File: src/rtl/uart_tx_queue_pkg.sv
// uart_tx_queue_pkg: shared FSM states, UART MMIO offsets and status-bit positions.
package uart_tx_queue_pkg;

    typedef enum logic [1:0] {IDLE = 2'd0, SEND = 2'd1, GAP = 2'd2} tx_state_e;

    localparam logic [3:0] UART_STATUS_OFS = 4'h0;
    localparam logic [3:0] UART_RX_OFS     = 4'h4;
    localparam logic [3:0] UART_TX_OFS     = 4'h8;

    localparam int STAT_TX_EMPTY = 0;
    localparam int STAT_TX_FULL  = 1;
    localparam int STAT_TX_OVF   = 2;

endpackage

File: src/rtl/uart_tx_queue_mem.sv
// uart_tx_queue_mem: DEPTH x W storage with one write port and an asynchronous read port.
module uart_tx_queue_mem #(
    parameter int DEPTH = 8,
    parameter int W     = 8,
    localparam int AW   = $clog2(DEPTH)
) (
    input  logic          clk,
    input  logic          we,
    input  logic [AW-1:0] waddr,
    input  logic [W-1:0]  wdata,
    input  logic [AW-1:0] raddr,
    output logic [W-1:0]  rdata
);

    logic [W-1:0] mem [DEPTH];

    always_ff @(posedge clk)
        if (we) mem[waddr] <= wdata;

    assign rdata = mem[raddr];

endmodule

File: src/rtl/uart_tx_queue.sv
// uart_tx_queue: buffers CPU byte stores and feeds them to the UART transmitter
// over a valid/ready handshake, with a dead cycle after each accepted byte.
module uart_tx_queue
    import uart_tx_queue_pkg::*;
#(
    parameter int DEPTH  = 8,
    localparam int PTR_W = $clog2(DEPTH)
) (
    input  logic             clk,
    input  logic             rst,
    input  logic             wr_valid,
    input  logic [7:0]       wr_data,
    output logic             wr_ready,
    input  logic             flush,
    input  logic             clr_overflow,
    output logic [7:0]       tx_data,
    output logic             tx_valid,
    input  logic             tx_ready,
    output logic [PTR_W:0]   count,
    output logic             empty,
    output logic             overflow
);

    localparam logic [PTR_W:0]   FULL_CNT = (PTR_W + 1)'(DEPTH);
    localparam logic [PTR_W:0]   CNT_ONE  = (PTR_W + 1)'(1);
    localparam logic [PTR_W-1:0] PTR_ONE  = PTR_W'(1);

    tx_state_e        state, state_d;
    logic [PTR_W-1:0] wr_ptr, rd_ptr;
    logic [7:0]       rd_data;
    logic             full, push, load;
    logic [PTR_W:0]   count_d;

    assign full     = (count == FULL_CNT);
    assign wr_ready = !full;
    assign tx_valid = (state == SEND);
    assign empty    = (count == '0) && !tx_valid;

    uart_tx_queue_mem #(.DEPTH(DEPTH), .W(8)) u_mem (
        .clk   (clk),
        .we    (push),
        .waddr (wr_ptr),
        .wdata (wr_data),
        .raddr (rd_ptr),
        .rdata (rd_data)
    );

    // GAP loads the next byte exactly like IDLE; only SEND blocks a load
    always_comb begin
        push    = wr_valid && !full && !flush;
        load    = !flush && (state != SEND) && (count != '0);
        count_d = (push && !load) ? count + CNT_ONE :
                  (!push && load) ? count - CNT_ONE : count;
        state_d = flush           ? IDLE :
                  (state == SEND) ? (tx_ready ? GAP : SEND) :
                  load            ? SEND : IDLE;
    end

    always_ff @(posedge clk or negedge rst)
        if (!rst) state <= IDLE;
        else      state <= state_d;

    always_ff @(posedge clk or negedge rst) begin
        if (!rst) begin
            wr_ptr   <= '0;
            rd_ptr   <= '0;
            count    <= '0;
            tx_data  <= '0;
            overflow <= 1'b0;
        end else begin
            if (flush) begin
                wr_ptr <= '0;
                rd_ptr <= '0;
                count  <= '0;
            end else begin
                if (push) wr_ptr <= wr_ptr + PTR_ONE;
                if (load) begin
                    rd_ptr  <= rd_ptr + PTR_ONE;
                    tx_data <= rd_data;
                end
                count <= count_d;
            end
            // a dropped store wins over a same-cycle clear
            overflow <= (wr_valid && full && !flush) ? 1'b1 :
                        clr_overflow ? 1'b0 : overflow;
        end
    end

endmodule

File: config.mk
export PLATFORM = sky130hd
export DESIGN_NAME = uart_tx_queue
export DESIGN_NICKNAME = d
export VERILOG_FILES = /design/src/rtl/uart_tx_queue_pkg.sv /design/src/rtl/uart_tx_queue_mem.sv /design/src/rtl/uart_tx_queue.sv
export SDC_FILE = /design/constraint.sdc
export NUM_CORES = 1
export LEC_CHECK = 0
export CAP_MARGIN = 10
export CORE_MARGIN = 2
export CORE_UTILIZATION = 52
export CTS_BUF_LIST = sky130_fd_sc_hd__clkbuf_8
export DETAILED_ROUTE_END_ITERATION = 6
export PLACE_DENSITY = 0.83
export SYNTH_ARGS = -nofsm -noshare
export SYNTH_HDL_FRONTEND = slang
export SYNTH_SLANG_ARGS = --single-unit
File: constraint.sdc
create_clock -name clk -period 2.5 [get_ports clk]
set_input_delay 0.5 -clock clk [delete_from_list [all_inputs] [get_ports clk]]
set_output_delay 0.5 -clock clk [all_outputs]
set_load 0.05 [all_outputs]
==> flow_summary.toml <==
[outcome]
status = "complete, no violations"

[floorplanning]
die_h_um = 87.9
die_w_um = 87.9
fp-row-count = 30
ios = 30
die-area_mm2 = 0.00773
start_util_pct = 53.9
core_area_mm2 = 0.00679

[timing]
min_period_ns = 2.40
worstMarginPinSlew_ns = 0.704
drv_slew = 0
slew_headroom_pct = 53.1
setup_tns_ns = 0
max_freq_mhz = 417
setup_viol = 0
post-route-period-util_pct = 96.0
hold_viol = 0
rsz0062_at_grt = "false"
final.setup_skew_ns = 0.0122

[grt]
track_usage_pct = 19.1
grt_util_met3_pct = 3.39
grt_use_met2_pct = 30.2
antenna_found_initial = 0
grt.busiest_layer = "met2"
gr-total-overflow = 0
grt_pass1_vias = 1980
grtUsageMet1_pct = 26.5
grt_max_degree = 22
grt_pass1_wl_mm = 10.6

[clock_tree]
root_buffer = "clkbuf_8"
cts_tree = "yes"
cts-resized-gates = 1
clock_latency_ns = 0.35
numCtsBuffers = 9
cts_setup_buffers = 0
cts_hold_buf = 0
path_clk_slew_ns = 0.09
cts_buffer_depth = 2
ctsHtreeMaxLevel = 3
cts_num_sinks = 85

[placed_design]
portBuffers = 29
place_hpwl_mm = 4.27
dp_cells = 349
gp_congestion = 0.865

[synthesis]
synth_ff_type = "edfxtp_1"
ys_types = 45
ys_ff_latch = 85
avgSynthCellArea_um2 = 16.9
yosysSeqAreaShare_pct = 66.8
async_reset_ff_share_pct = 24.7
synth_area_mm2 = 0.00366
synth_edf_count = 64
syn-instance-count = 217
syn-num-nets = 236
ys_warn_count = 0

[cells_and_area]
drive_gt1_share_pct = 20.8
fill_cells = 467
area.growth.synth_to_final_pct = 18.7
antennaDiodeCount = 0
fin_cells = 365
nets = 283
final_common_cell = "edfxtp_1"
mostFrequentLayoutCells = "edfxtp_1 (64), clkdlybuf4s50_1 (27), nor2_1 (21), dfrtp_1 (21), buf_4 (20)"

[worst_setup_path]
cpMaxStageDelayCell = "clkdlybuf4s50_1"
critPathBufInv = 2
criticalPathCategory = "flop to output pin"
critPathMaxStageDelay_ns = 0.84
critPathRequiredTime_ns = 2.00
arrival_ns = 1.90
crit_chain = "nand2b_4 -> inv_2 -> clkdlybuf4s50_1"
critPathCaptureType = "output pin"
crit_family = "buffers and inverters"
cp-start-kind = "flop"
worstPathMaxFanout = 11

[route]
drc = 0
ant_nets = 0
first_pass_iters = 5
drt-initial-drc-count = 207
wire_per_inst_um = 18.1
vias_per_cell = 5.52
vias = 2016
finalWirelength_mm = 6.61

[job]
maxCapViolCount = 0

[pwr]
power_leakage_nw = 1.54
ir_drop_mv = 0.384
p_total_mw = 4.55
power_density_mw_per_mm2 = 1050

[min_path]
hold_path_class = "input pin to async pin"
-- worst reg2reg max path, cell delays in order, from the launching register on --
cell	delay, ns
dfrtp_1	0.51
nor3_4	0.28
nor2_1	0.06
o21ai_1	0.29
ha_1	0.35
a21oi_1	0.21
nand2_1	0.12
a211oi_1	0.26
o311ai_1	0.15
-- per-stage QoR --
stage,hold slack (ns),instance area [µm²],utilization (%),setup slack (ns)
global route,0.515,4340,63.9,0.0330
finish,0.479,4340,63.9,0.100
detailed placement,0.518,4090,60.3,-0.117
CTS,0.488,4330,63.8,0.0619
global placement,0.503,4090,60.3,0.0878
floorplan,0.204,3670,-,0.0480
-- worst paths after layout --
path	start	end	slack (ns)	cells after the start
max	state[1]	tx_valid	0.10	3
min	rst	overflow	0.48	2
min in group clk	tx_data[3]	tx_data[3]	0.52	2
max reg2reg	count[2]	count[3]	0.16	8
max in group asynchronous	rst	wr_ptr[1]	1.79	2
min reg2reg	tx_data[3]	tx_data[3]	0.52	2
-- cell families (layout without fill, tap and decap cells) --
logic type	after synthesis	after routing	synth area share, %
AO/OA/AOI/OAI	19	19	3.04
XOR/XNOR	5	5	1.20
adder cells (fa/ha/maj)	5	5	1.91
buffers and inverters	17	69	4.13
flip-flops	85	85	66.8
multiplexers	27	27	13.5
AND/OR/NAND/NOR	59	59	9.40
-- area by class of cell --
type / instances / area, µm² / share of cell area, %
multi-input cells: 115 / 1080 / 24.8
clock buffers: 9 / 124 / 2.85
repair buffers: 48 / 440 / 10.1
inverters: 5 / 18.8 / 0.432
clock inverters: 7 / 115 / 2.65
flip-flops and latches: 85 / 2450 / 56.3
well taps: 96 / 120 / 2.76
-- cells in the mapped netlist, types with 3 or more instances --
master | n | area [µm²]
a21oi_1 | 11 | 55.1
buf_6 | 5 | 56.3
clkbuf_8 | 3 | 41.3
dfrtp_1 | 21 | 526
edfxtp_1 | 64 | 1920
ha_1 | 4 | 50.1
inv_1 | 4 | 15.0
mux2i_1 | 11 | 110
mux4_1 | 6 | 158
mux4_2 | 10 | 225
nand2_1 | 6 | 22.5
nand2b_1 | 5 | 31.3
nand3_1 | 4 | 20.0
nor2_1 | 21 | 78.8
nor3_1 | 4 | 20.0
nor3b_1 | 3 | 22.5
o21ai_0 | 3 | 15.0
xor2_1 | 3 | 26.3
-- state kept, by name (all words and copies together), names as in the netlist --
register / cells
count: 4
overflow: 1
rd_ptr: 3
state: 2
tx_data: 8
u_mem.mem: 64
wr_ptr: 3
-- power by group --
| group | leakage (nW) | internal (mW) | total (mW) | switching, mW |
|---|---|---|---|---|
| clock | 0.122 | 0.660 | 1.14 | 0.476 |
| combinational | 0.576 | 0.671 | 1.60 | 0.929 |
| sequential | 0.838 | 1.66 | 1.81 | 0.150 |
| total | 1.54 | 2.99 | 4.55 | 1.56 |
-- per-layer routing --
metal	wire (µm)	share of wire (%)	vias to the layer above
li1	-	-	926
met1	2890	44	1016
met2	3340	51	65
met3	270	4.1	9
met4	104	1.6	0
met5	0	0	-
Note: power is estimated with default switching activity, not from simulation.
